--- config.mk ---
export PLATFORM = sky130hd
export DESIGN_NAME = load_store_unit
export DESIGN_NICKNAME = d
export VERILOG_FILES = /design/src/rtl/load_store_unit_pkg.sv /design/src/rtl/load_store_unit_data_align.sv /design/src/rtl/load_store_unit.sv
export SDC_FILE = /design/constraint.sdc
export NUM_CORES = 1
export LEC_CHECK = 0
export CAP_MARGIN = 15
export CORE_ASPECT_RATIO = 1.1
export CORE_MARGIN = 1
export CORE_UTILIZATION = 44
export DETAILED_ROUTE_END_ITERATION = 10
export HOLD_SLACK_MARGIN = 0.15
export PLACE_DENSITY = 0.89
export SYNTH_ARGS = -nofsm -noshare
export SYNTH_HDL_FRONTEND = slang
export SYNTH_SLANG_ARGS = --single-unit
--- constraint.sdc ---
create_clock -name clk_i -period 5.15 [get_ports clk_i]
set_input_delay 1.03 -clock clk_i [delete_from_list [all_inputs] [get_ports clk_i]]
set_output_delay 1.03 -clock clk_i [all_outputs]
set_load 0.03 [all_outputs]
--- src/rtl/load_store_unit_pkg.sv ---
// Shared definitions for the data-side load/store path: access size codes and
// the load/store unit state encoding.
package load_store_unit_pkg;

  localparam logic [2:0] LDST_B  = 3'd0;
  localparam logic [2:0] LDST_H  = 3'd1;
  localparam logic [2:0] LDST_W  = 3'd2;
  localparam logic [2:0] LDST_BU = 3'd4;
  localparam logic [2:0] LDST_HU = 3'd5;

  typedef enum logic [1:0] {
    IDLE = 2'd0,
    WAIT = 2'd1,
    DONE = 2'd2
  } lsu_state_t;

endpackage

--- src/rtl/load_store_unit_data_align.sv ---
// Combinational lane steering for the load/store unit: byte enables, store
// data replication, load extraction/extension and the alignment check.
module lsu_data_align
  import load_store_unit_pkg::*;
(
  input  logic [2:0]  size,
  input  logic [1:0]  addr_lo,
  input  logic [31:0] wd,
  input  logic [31:0] mem_rd,
  output logic [3:0]  be,
  output logic [31:0] wdata,
  output logic [31:0] rdata,
  output logic        bad
);

  logic signed [7:0]  rd_byte;
  logic signed [15:0] rd_half;

  always_comb begin
    rd_byte = mem_rd[{addr_lo, 3'b000} +: 8];
    rd_half = addr_lo[1] ? mem_rd[31:16] : mem_rd[15:0];
    be      = 4'b0000;
    wdata   = 32'd0;
    rdata   = 32'd0;
    bad     = 1'b0;
    case (size)
      LDST_B, LDST_BU: begin
        be    = 4'b0001 << addr_lo;
        wdata = {4{wd[7:0]}};
        rdata = (size == LDST_B) ? {{24{rd_byte[7]}}, rd_byte} : {24'd0, rd_byte};
      end
      LDST_H, LDST_HU: begin
        bad   = addr_lo[0];
        be    = addr_lo[1] ? 4'b1100 : 4'b0011;
        wdata = {2{wd[15:0]}};
        rdata = (size == LDST_H) ? {{16{rd_half[15]}}, rd_half} : {16'd0, rd_half};
      end
      LDST_W: begin
        bad   = |addr_lo;
        be    = 4'b1111;
        wdata = wd;
        rdata = mem_rd;
      end
      default: bad = 1'b1;
    endcase
  end

endmodule

--- src/rtl/load_store_unit.sv ---
// Load/store unit: turns a core data request into a word-aligned memory access,
// stalls the core until memory answers (or times out) and returns the load value.
module load_store_unit
  import load_store_unit_pkg::*;
#(
  parameter int unsigned TIMEOUT_CYCLES = 255
) (
  input  logic        clk_i,
  input  logic        rst_i,
  input  logic        core_req_i,
  input  logic        core_we_i,
  input  logic [2:0]  core_size_i,
  input  logic [31:0] core_addr_i,
  input  logic [31:0] core_wd_i,
  output logic [31:0] core_rd_o,
  output logic        core_stall_o,
  output logic        core_err_o,
  output logic        mem_req_o,
  output logic        mem_we_o,
  output logic [3:0]  mem_be_o,
  output logic [31:0] mem_addr_o,
  output logic [31:0] mem_wd_o,
  input  logic [31:0] mem_rd_i,
  input  logic        mem_ready_i
);

  // The counter only has to reach TIMEOUT_CYCLES-1 before the abort fires.
  localparam int CNT_W = (TIMEOUT_CYCLES > 1) ? $clog2(TIMEOUT_CYCLES) : 1;
  localparam logic [CNT_W-1:0] CNT_LAST =
    CNT_W'((TIMEOUT_CYCLES == 0) ? 0 : TIMEOUT_CYCLES - 1);

  lsu_state_t       state;
  logic [CNT_W-1:0] cnt;
  logic [2:0]       size_q;
  logic [1:0]       addr_lo_q;
  logic [2:0]       size_sel;
  logic [1:0]       addr_lo_sel;
  logic [3:0]       be;
  logic [31:0]      wdata;
  logic [31:0]      rdata;
  logic             bad;
  logic             timed_out;

  // In IDLE the aligner looks at the live request; afterwards at the latched one.
  always_comb begin
    size_sel    = (state == IDLE) ? core_size_i : size_q;
    addr_lo_sel = (state == IDLE) ? core_addr_i[1:0] : addr_lo_q;
  end

  lsu_data_align u_align (
    .size    (size_sel),
    .addr_lo (addr_lo_sel),
    .wd      (core_wd_i),
    .mem_rd  (mem_rd_i),
    .be      (be),
    .wdata   (wdata),
    .rdata   (rdata),
    .bad     (bad)
  );

  assign timed_out    = (TIMEOUT_CYCLES != 0) && (cnt == CNT_LAST);
  assign core_stall_o = core_req_i && (state != DONE);

  always_ff @(posedge clk_i or posedge rst_i) begin
    if (rst_i) begin
      state      <= IDLE;
      cnt        <= '0;
      size_q     <= LDST_B;
      addr_lo_q  <= 2'd0;
      core_rd_o  <= 32'd0;
      core_err_o <= 1'b0;
      mem_req_o  <= 1'b0;
      mem_we_o   <= 1'b0;
      mem_be_o   <= 4'b0000;
      mem_addr_o <= 32'd0;
      mem_wd_o   <= 32'd0;
    end else begin
      core_err_o <= 1'b0;
      case (state)
        IDLE: begin
          if (core_req_i) begin
            size_q    <= core_size_i;
            addr_lo_q <= core_addr_i[1:0];
            if (bad) begin
              state      <= DONE;
              core_err_o <= 1'b1;
              core_rd_o  <= 32'd0;
            end else begin
              state      <= WAIT;
              mem_req_o  <= 1'b1;
              mem_we_o   <= core_we_i;
              mem_be_o   <= be;
              mem_addr_o <= {core_addr_i[31:2], 2'b00};
              mem_wd_o   <= wdata;
            end
          end
        end
        WAIT: begin
          if (mem_ready_i || timed_out) begin
            state      <= DONE;
            mem_req_o  <= 1'b0;
            mem_we_o   <= 1'b0;
            mem_be_o   <= 4'b0000;
            mem_addr_o <= 32'd0;
            mem_wd_o   <= 32'd0;
          end
          if (mem_ready_i) begin
            if (!mem_we_o) core_rd_o <= rdata;
          end else if (timed_out) begin
            core_err_o <= 1'b1;
            core_rd_o  <= 32'd0;
          end else if (TIMEOUT_CYCLES != 0) begin
            cnt <= cnt + 1'b1;
          end
        end
        DONE: begin
          state <= IDLE;
          cnt   <= '0;
        end
        default: state <= IDLE;
      endcase
    end
  end

endmodule

==> results.json <==
{
  "n_antenna_cell": 0,
  "r2r_slack_ps": 1840,
  "synth_async_sr_flop_share": 1.000,
  "start_util": 0.4598,
  "worst_ep_arrival_time_ps": 3890,
  "clk_skew_ps": 8.049,
  "route.antenna.remaining_nets": 0,
  "required_ps": 5490,
  "rr_startpoint": "state[0]",
  "maximum_level_of_the_cts_h_tree": 4,
  "finalCritPeriodShare": 0.6891,
  "r2r.worst_path.cells": 6,
  "worst-path-max-fanout": 25,
  "tritoncts": "done",
  "worst_slew_pin_slew_ps": 1114,
  "finalHoldViolCount": 0,
  "setup.worst_path.start_class": "input port",
  "first_global_vias": 5067,
  "synth_area_um2": 5378,
  "globalRoute.totalOverflow": 0,
  "status": "completed",
  "grt_start_max_net_pins": 71,
  "layout.filler_cells": 823,
  "netlist.area_leader.share": 0.5398,
  "drive_above_1_share": 0.09412,
  "syn-instance-count": 474,
  "iteration_count_of_the_initial_detailed_routing_pass": 7,
  "globalRouteTotalUtil": 0.2787,
  "timing.final.crit_period_ps": 3549,
  "clkSinkCount": 116,
  "drcViolationCount": 0,
  "timing.rr.end": "core_rd_o[24]",
  "place_ws_ps": 1255,
  "finalSetupViolCount": 0,
  "rows": 41,
  "cts_resized": 0,
  "die_area_um2": 12670,
  "startpoint": "core_size_i[0]",
  "fraction_of_the_yosys_area_taken_by_sequential_cells": 0.5398,
  "crit_family": "simple AND/OR/NAND/NOR gates",
  "synth_area_leaders": "dfrtp_1, a22o_1, nand2_1, a221o_1, o21ai_0",
  "irDropWorstVdd_v": 0.0004119,
  "power.static_leakage_nw": 3.392,
  "slew-limit-headroom": 0.2572,
  "insertion_delay_ps": 400,
  "first_iter_violations": 543,
  "root_buffer": "clkbuf_16",
  "maxSlewViolCount": 0,
  "detail_route.wl_per_cell_um": 21.21,
  "most-common-layout-cells": "clkdlybuf4s50_1, dfrtp_1, nand2_1",
  "worst_hold_slack_ps": 468.1,
  "post_synth.cell_area_avg_um2": 11.35,
  "synth.ff_latch_count": 116,
  "worst_setup_path_end_kind": "register",
  "setup_total_negative_slack_ps": 0,
  "io_pins": 208,
  "initial_antenna_violation_count": 0,
  "layout_commonest_cell": "clkdlybuf4s50_1",
  "area_growth_pct": 50.37,
  "max_freq_mhz": 281.8,
  "synth_area_leader_cell": "dfrtp_1",
  "setup.worst_path.end": "core_rd_o[24]",
  "cts_made_buffers": 17,
  "postCtsSetupBuffers": 0,
  "core_area_um2": 11700,
  "die_h_um": 118.0,
  "grt_setup_unrepaired": "false",
  "fin_util": 0.6914,
  "cp.buffers_inverters": 1,
  "clock_tree_buffer_depth": 2,
  "powerDensity_nw_per_um2": 624.9,
  "fin_cells": 830,
  "path_clk_slew_ps": 60,
  "cp_slowest_cell": "and3b_1",
  "detail_route.vias_per_cell": 6.237,
  "post_synth_num_cell_types": 65,
  "chipWidth_um": 107.4,
  "criticalPathCategory": "in -> reg",
  "path_cells": "clkdlybuf4s50_1 -> or4_1 -> o31ai_4 -> o221ai_2 -> o22ai_1 -> and3b_1 -> a221o_1",
  "min-delay-path-class": "reg -> reg",
  "setup_ws_ps": 1601,
  "crit_cells": 7,
  "port_buffers": 205,
  "grt_pass1_wl_um": 27030,
  "postCtsHoldBufs": 0,
  "fin_nets": 774,
  "ys_warn_count": 0,
  "dpl.cell_count": 799,
  "timing.critical_path.slowest_cell_delay_ps": 650,
  "dp_hpwl_um": 11960,
  "dominantRegCellSynth": "dfrtp_1",
  "drt_wl_total_um": 17600,
  "max_cap_viol_count": 0,
  "num_vias": 5177,
  "gpl.final_weighted_congestion": 0.8784,
  "synth-edff-count": 0
}
-- worst register-to-register path, stage by stage, from the launching register on --
cell,delay [ps]
dfrtp_1,710
nor2_4,210
o31ai_4,920
o221ai_2,300
o22ai_1,230
and3b_1,650
a221o_1,230
-- logic make-up (layout without fill, tap and decap cells) --
group,after synthesis,count (layout),share of synthesized area
fa+ha+maj,2,2,0.004653
compound gates,183,183,0.2669
buf+inv,43,248,0.04374
other cells,1,2,0.0006973
xor+xnor,6,6,0.009772
simple gates,105,105,0.09632
flops,116,116,0.5398
mux,18,18,0.03816
-- power by group --
part	switching, mW	leakage, nW	internal (mW)
Combinational	1.39	1.55	0.968
Sequential	0.237	1.55	1.24
Clock	0.418	0.299	0.804
-- state kept, by name, summed over array words and instances (netlist names) --
| name | cells |
|---|---|
| cnt | 8 |
| core_rd_o | 32 |
| mem_addr_o | 30 |
| addr_lo_q | 2 |
| mem_req_o | 1 |
| core_err_o | 1 |
| mem_we_o | 1 |
| mem_be_o | 4 |
| state | 2 |
| size_q | 3 |
| mem_wd_o | 32 |
-- layout make-up --
class / instances / area [um2] / area share
timing repair buffer: 210 / 2090 / 0.2584
clock inverter: 14 / 186.4 / 0.02305
sequential: 116 / 2903 / 0.3590
inverter: 7 / 28.78 / 0.003559
multi-input combinational: 316 / 2266 / 0.2802
tap: 150 / 187.7 / 0.02321
clock buffer: 17 / 425.4 / 0.05261
-- worst min-delay path by stage --
| stage | start | to | slack [ps] | cells past startpoint |
|---|---|---|---|---|
| CTS | mem_be_o[1] | mem_be_o[1] | 470 | 2 |
| global route | mem_be_o[0] | mem_be_o[0] | 500 | 2 |
| detailed placement | mem_be_o[1] | mem_be_o[1] | 460 | 2 |
| floorplan | size_q[2] | size_q[2] | 500 | 1 |
| global placement | mem_be_o[0] | mem_be_o[0] | 460 | 2 |
| finish | mem_be_o[1] | mem_be_o[1] | 470 | 2 |
-- metal layers --
| metal | global-route usage | share of wire | vias to the layer above |
|---|---|---|---|
| met5 | 0 | 0 | - |
| met4 | 0.1438 | 0.045 | 0 |
| met3 | 0.06534 | 0.10 | 58 |
| met2 | 0.4593 | 0.50 | 348 |
| met1 | 0.3372 | 0.36 | 2552 |
| li1 | - | - | 2219 |
-- cell usage after synthesis (all sizes together) (2+ instances only) --
cell type / instances
dfrtp: 116
nand2: 54
o21ai: 50
a22o: 39
buf: 23
nor2: 20
a221o: 16
a221oi: 16
a22oi: 16
clkbuf: 13
a21oi: 12
mux2i: 11
o221ai: 9
a222oi: 8
inv: 7
mux2: 7
xor2: 5
a31oi: 4
nand4: 4
or2: 4
o22ai: 3
o31ai: 3
a211oi: 2
ha: 2
nand2b: 2
nand3: 2
nor2b: 2
nor3: 2
nor3b: 2
nor4: 2
nor4b: 2
-- stage by stage --
step / total power, mW / cell area, um2
2_1_floorplan: 2.873 / 5381
3_3_place_gp: 3.745 / 7475
3_5_place_dp: 3.812 / 7475
4_1_cts: 5.058 / 8087
5_1_grt: 5.273 / 8087
6_report: 5.053 / 8087
Power figures use the tool's default switching activity.
==> variant 1, RTL diff (same settings) <==
Change the parameter `TIMEOUT_CYCLES` from 255 to 510.
--- a/src/rtl/load_store_unit.sv
+++ b/src/rtl/load_store_unit.sv
@@ -3,7 +3,7 @@
 module load_store_unit
   import load_store_unit_pkg::*;
 #(
-  parameter int unsigned TIMEOUT_CYCLES = 255
+  parameter int unsigned TIMEOUT_CYCLES = 510
 ) (
   input  logic        clk_i,
   input  logic        rst_i,
Check against the original RTL: same outputs for any inputs over 4 cycles, from zero or initial values and one cycle with rst_i high; that may be too few to reach the edited logic, so the function may still have changed.
==> variant 1 against the original RTL <==
Worst setup slack improved by 0.081 ns. Synthesized area decreased by 1.3%. Global-route usage shrank 0.32 points. Routed wire length is 3.1% lower. Non-clock buffer count increased by 4. Power is 7.0% higher. Sequential cell count rose by 1. Synthesized cell count down 0.21%. Critical path depth is 1 higher. Final cell count up 0.36%. Design area is essentially flat. Largest power group unchanged.
==> variant 1: results (changes against the original RTL) <==
| Parameter | This run | vs unedited |
|:---|:---|:---|
| Result of the run | complete, no violations | unchanged |
| Average detailed-routed wire length per instance | 20.5 µm | was 21.2 µm |
| Compound-gate portion of the synthesized area | 0.260 | was 0.267 |
| Multiplexer fraction of the synthesized cell area | 0.0372 | was 0.0382 |
| Detailed Routing Iterations Pass 1 | 6 | was 7 |
| Top cells by instance count after synthesis | dfrtp_1, nand2_1, o21ai_0, a22o_1, buf_2 | was dfrtp_1, nand2_1, a22o_1, o21ai_0 |
| Initial DRC Count | 482 | was 543 |
| Pleak | 3.44 nW | was 3.39 nW |
| Cells on worst reg2reg path | 5 | was 6 |
| Wire length on met3 | 1.23 mm | was 1.76 mm |
| Post-synthesis share of cell area spent on full adders, half adders and majority gates | 0.00471 | was 0.00465 |
| Internal reg-to-reg setup slack | 1.92 ns | was 1.84 ns |
| Overall via count from detail_route | 5089 | was 5177 |
| Layout cells sized above 1 | 0.0908 | was 0.0941 |
| Critical path fanouts, max | 27 | was 25 |
| Overall routing resource usage | 0.275 | was 0.279 |
| Launch instance of the worst min-delay path | mem_req_o$_DFFE_PP0P_ | was mem_be_o[1]$_DFFE_PP0P_ |
| Critical Path Slowest Stage Cell | nand3_1 | was and3b_1 |
| Transition time at the pin with the least slew margin | 1.16 ns | was 1.11 ns |
| First-pass GRT wire length | 26.2 mm | was 27.0 mm |
| Share of the synthesized netlist area taken by xor and xnor gates | 0.0115 | was 0.00977 |
| Count of unique library cells instantiated by Yosys | 60 | was 65 |
| Sequential-to-total area share from yosys stat | 0.551 | was 0.540 |
| Layout Nets | 776 | was 774 |
| Max stage delay on crit path | 0.59 ns | was 0.65 ns |
| Half-perimeter wire length after placement | 12.1 mm | was 12.0 mm |
variant 1: cell types whose count changed after synthesis, moves of 3 or more:
cell,change
buf_2,+7
buf_4,-4
buf_6,-4
inv_1,-3
nor2b_1,+3
o21ai_0,+12
o21ai_1,-10
variant 1: layer usage:
layer  track usage  vias up
met3        0.0642       48
met4         0.132        0
met2         0.471      297
met5             0        -
met1         0.331     2527
li1              -     2217
variant 1: area by class of cell:
class / instances / area (µm²)
Clock buffer: 19 / 453
Multi-Input combinational cell: 316 / 2210
Sequential cell: 117 / 2930
Inverter: 4 / 17.5
Fill cell: 810 / 3510
Tap cell: 150 / 188
Timing Repair Buffer: 214 / 2120
Clock inverter: 13 / 171
variant 1: kinds of logic (layout without fill, tap and decap cells):
group / after synthesis / after routing
DFF: 117 / 117
buffers and inverters: 41 / 250
adders and majority gates: 2 / 2
other: 1 / 2
and+or+nand+nor: 104 / 104
AOI/OAI and AO/OA: 183 / 183
xor gates and xnor gates: 7 / 7
muxes: 18 / 18
variant 1: stage by stage:
stage	setup WS, ns	cells	cell area (µm²)	hold slack [ns]
6_report	1.68	833	8090	0.485
5_1_grt	1.49	833	8090	0.511
4_1_cts	1.70	833	8090	0.487
3_5_place_dp	1.32	801	7460	0.475
3_3_place_gp	1.47	801	7460	0.464
2_1_floorplan	1.02	474	5310	0.502
variant 1: worst max-delay path by stage:
stage | from | to | depth (start not counted)
finish | core_size_i[1] | mem_wd_o[8]$_DFFE_PP0P_ | 8
global route | core_size_i[1] | mem_wd_o[10]$_DFFE_PP0P_ | 8
CTS | state[1]$_DFFE_PP0P_ | core_stall_o | 3
detailed placement | core_size_i[1] | mem_wd_o[10]$_DFFE_PP0P_ | 8
global placement | core_size_i[1] | mem_be_o[1]$_DFFE_PP0P_ | 8
floorplan | rst_i | addr_lo_q[0]$_DFFE_PP0P_ | 1
variant 1: power groups by stage:
stage / clock network, mW / logic (mW) / registers, mW
after floorplan: 0 / 1.19 / 1.96
after global placement: 0 / 2.61 / 1.45
after detailed placement: 0 / 2.68 / 1.48
after CTS: 1.24 / 2.70 / 1.47
after global routing: 1.29 / 2.89 / 1.50
final: 1.22 / 2.71 / 1.47
variant 1: tightest hold or removal path: cells and delay by family, from the launching register on:
family	cells	cell delay, ns
DFF	1	0.34
and+or+nand+nor	2	0.12
==> variant 2, RTL diff (same settings) <==
Without the edit above. Remove the case item `LDST_B, LDST_BU` of the case on `size`.
--- a/src/rtl/load_store_unit_data_align.sv
+++ b/src/rtl/load_store_unit_data_align.sv
@@ -24,11 +24,6 @@
     rdata   = 32'd0;
     bad     = 1'b0;
     case (size)
-      LDST_B, LDST_BU: begin
-        be    = 4'b0001 << addr_lo;
-        wdata = {4{wd[7:0]}};
-        rdata = (size == LDST_B) ? {{24{rd_byte[7]}}, rd_byte} : {24'd0, rd_byte};
-      end
       LDST_H, LDST_HU: begin
         bad   = addr_lo[0];
         be    = addr_lo[1] ? 4'b1100 : 4'b0011;
Check against the original RTL: not equivalent (Yosys sat finds a counterexample within 4 cycles, from zero or initial values and one cycle with rst_i high).
==> variant 2 against the original RTL <==
Worst setup slack worse by 0.032 ns. Routed wire length is 17% lower. Sequential cell count is 2 lower. Synthesized area is 7.4% lower. Via count is 18% lower. Design area is 5.8% lower. Power is 16% lower. Critical path type unchanged. Global-route usage is 2.5 points lower.
==> variant 2: results (changes against the original RTL) <==
| Parameter | This run | vs unedited |
|:---|:---|:---|
| Result of the run | complete, no violations | unchanged |
| Number of antenna violations at the first check in global routing | 0 | unchanged |
| Total of buffers placed on input and output ports | 205 | unchanged |
| CTS Buf Count | 17 | unchanged |
| Count of unique library cells instantiated by Yosys | 46 | was 65 |
| Initial DRC Count | 279 | was 543 |
| Pleak | 3.15 nW | was 3.39 nW |
| Number of antenna cells inserted | 0 | unchanged |
| Layout cells sized above 1 | 0.0897 | was 0.0941 |
| Max clock buf depth | 2 | unchanged |
| CTS root buffer | clkbuf_16 | unchanged |
| Relative slew slack | 0.320 | was 0.257 |
| Clock tree skew after final layout | 0.00585 ns | was 0.00805 ns |
| Detailed-route vias per instance | 5.61 | was 6.24 |
| Post-CTS setup buffers | 0 | unchanged |
| Wl on met1 | 5.79 mm | was 6.33 mm |
| H-tree depth reported by CTS | 4 | unchanged |
| Wire length on met3 | 997 µm | was 1.76 mm |
| Insertion delay of the later-clocked pin in the worst-skew pair | 0.40 ns | about the same |
| Uppermost layer routed | met4 | unchanged |
| IR Drop Worst-Case VDD | 0.000294 V | was 0.000412 V |
| First-pass GRT wire length | 22.2 mm | was 27.0 mm |
| Total length of routed wires | 14.6 mm | was 17.6 mm |
| Number of global-route vias before repair | 4288 | was 5067 |
| Finish-stage setup viols | 0 | unchanged |
| Share of synthesized flip-flops with an asynchronous set or reset | 1.00 | unchanged |
| Half-perimeter wire length after placement | 9.84 mm | was 12.0 mm |
| Sequential-to-total area share from yosys stat | 0.573 | was 0.540 |
| Layout Nets | 708 | was 774 |
| Dominant cells by area after synthesis | dfrtp_1, a22o_1, a22oi_1 | was dfrtp_1, a22o_1, nand2_1 |
| Critical path fanouts, max | 28 | was 25 |
| Detailed Routing Iterations Pass 1 | 6 | was 7 |
| Routed wl met2 | 7.38 mm | was 8.72 mm |
| Worst path arrival time | 3.92 ns | was 3.89 ns |
| Placer's final routability congestion estimate | 0.806 | was 0.878 |
| Fillcell total | 724 | was 823 |
| Maximum number of pins on one net before global-route repair | 81 | was 71 |
| Overall routing resource usage | 0.254 | was 0.279 |
| Top cells by instance count after synthesis | dfrtp_1, a22o_1, nand2_1, a22oi_1, o31ai_1 | was dfrtp_1, nand2_1, a22o_1, o21ai_0 |
| Clock-pin slew on the worst setup and hold paths | 0.05 ns |  |
| Resize count post-CTS | 0 | unchanged |
==> variant 2: final timing paths <==
path                            depth (start not counted)                 startpoint                    endpoint  slack (ns)
worst min-delay path                                    2  core_rd_o[30]$_DFFE_PP0P_   core_rd_o[30]$_DFFE_PP0P_        0.48
worst min register to register                          2  core_rd_o[30]$_DFFE_PP0P_   core_rd_o[30]$_DFFE_PP0P_        0.48
worst max-delay path                                    8             core_size_i[1]  mem_addr_o[14]$_DFFE_PP0P_        1.57
worst max register to register                          7       state[0]$_DFFE_PP0P_  mem_addr_o[14]$_DFFE_PP0P_        1.93
min in group asynchronous                               2                      rst_i     mem_be_o[1]$_DFFE_PP0P_        1.21
max in group asynchronous                               3                      rst_i    core_rd_o[8]$_DFFE_PP0P_        2.90
==> variant 2: routing by layer <==
layer	vias up	global-route usage
li1	1928	-
met1	2093	0.299
met2	213	0.430
met3	32	0.0668
met4	0	0.113
met5	-	0
==> variant 2: cells by family after synthesis <==
kind of cell | count (synthesis) | synth area share
buf+inv | 42 | 0.0545
fa+ha+maj | 2 | 0.00502
flops | 114 | 0.573
xor+xnor | 5 | 0.00879
mux | 10 | 0.0224
compound gates | 162 | 0.259
other cells | 1 | 0.000753
simple gates | 75 | 0.0764
==> variant 2: worst max-delay path, cell delays in order <==
cell	delay [ns]
clkdlybuf4s50_1	0.44
or4b_1	0.54
o21ai_2	0.40
a31oi_4	0.09
or2_1	0.31
nor2_4	0.49
buf_4	0.40
a22o_1	0.20
==> variant 2: power breakdown <==
group	switching [mW]	total [mW]	internal, mW
registers	0.161	1.28	1.12
logic	1.05	1.79	0.742
clock network	0.389	1.19	0.804
total	1.60	4.27	2.67
==> variant 2: metrics by stage <==
step                instance area [µm²]  power, mW  std cells  setup WS (ns)
finish                             7620       4.27        760           1.57
global route                       7620       4.45        760           1.44
CTS                                7620       4.28        760           1.57
detailed placement                 7010       3.07        730           1.17
global placement                   7010       3.01        730           1.33
floorplan                          4980       2.48        412           1.10
==> variant 2: cell type report <==
class	instances	area (µm²)	share of cell area
tap	147	184	0.0241
clock inverter	9	130	0.0171
sequential	114	2850	0.374
inverter	4	17.5	0.00230
timing repair buffer	209	2080	0.273
clock buffer	21	480	0.0631
multi-input combinational	256	1870	0.246
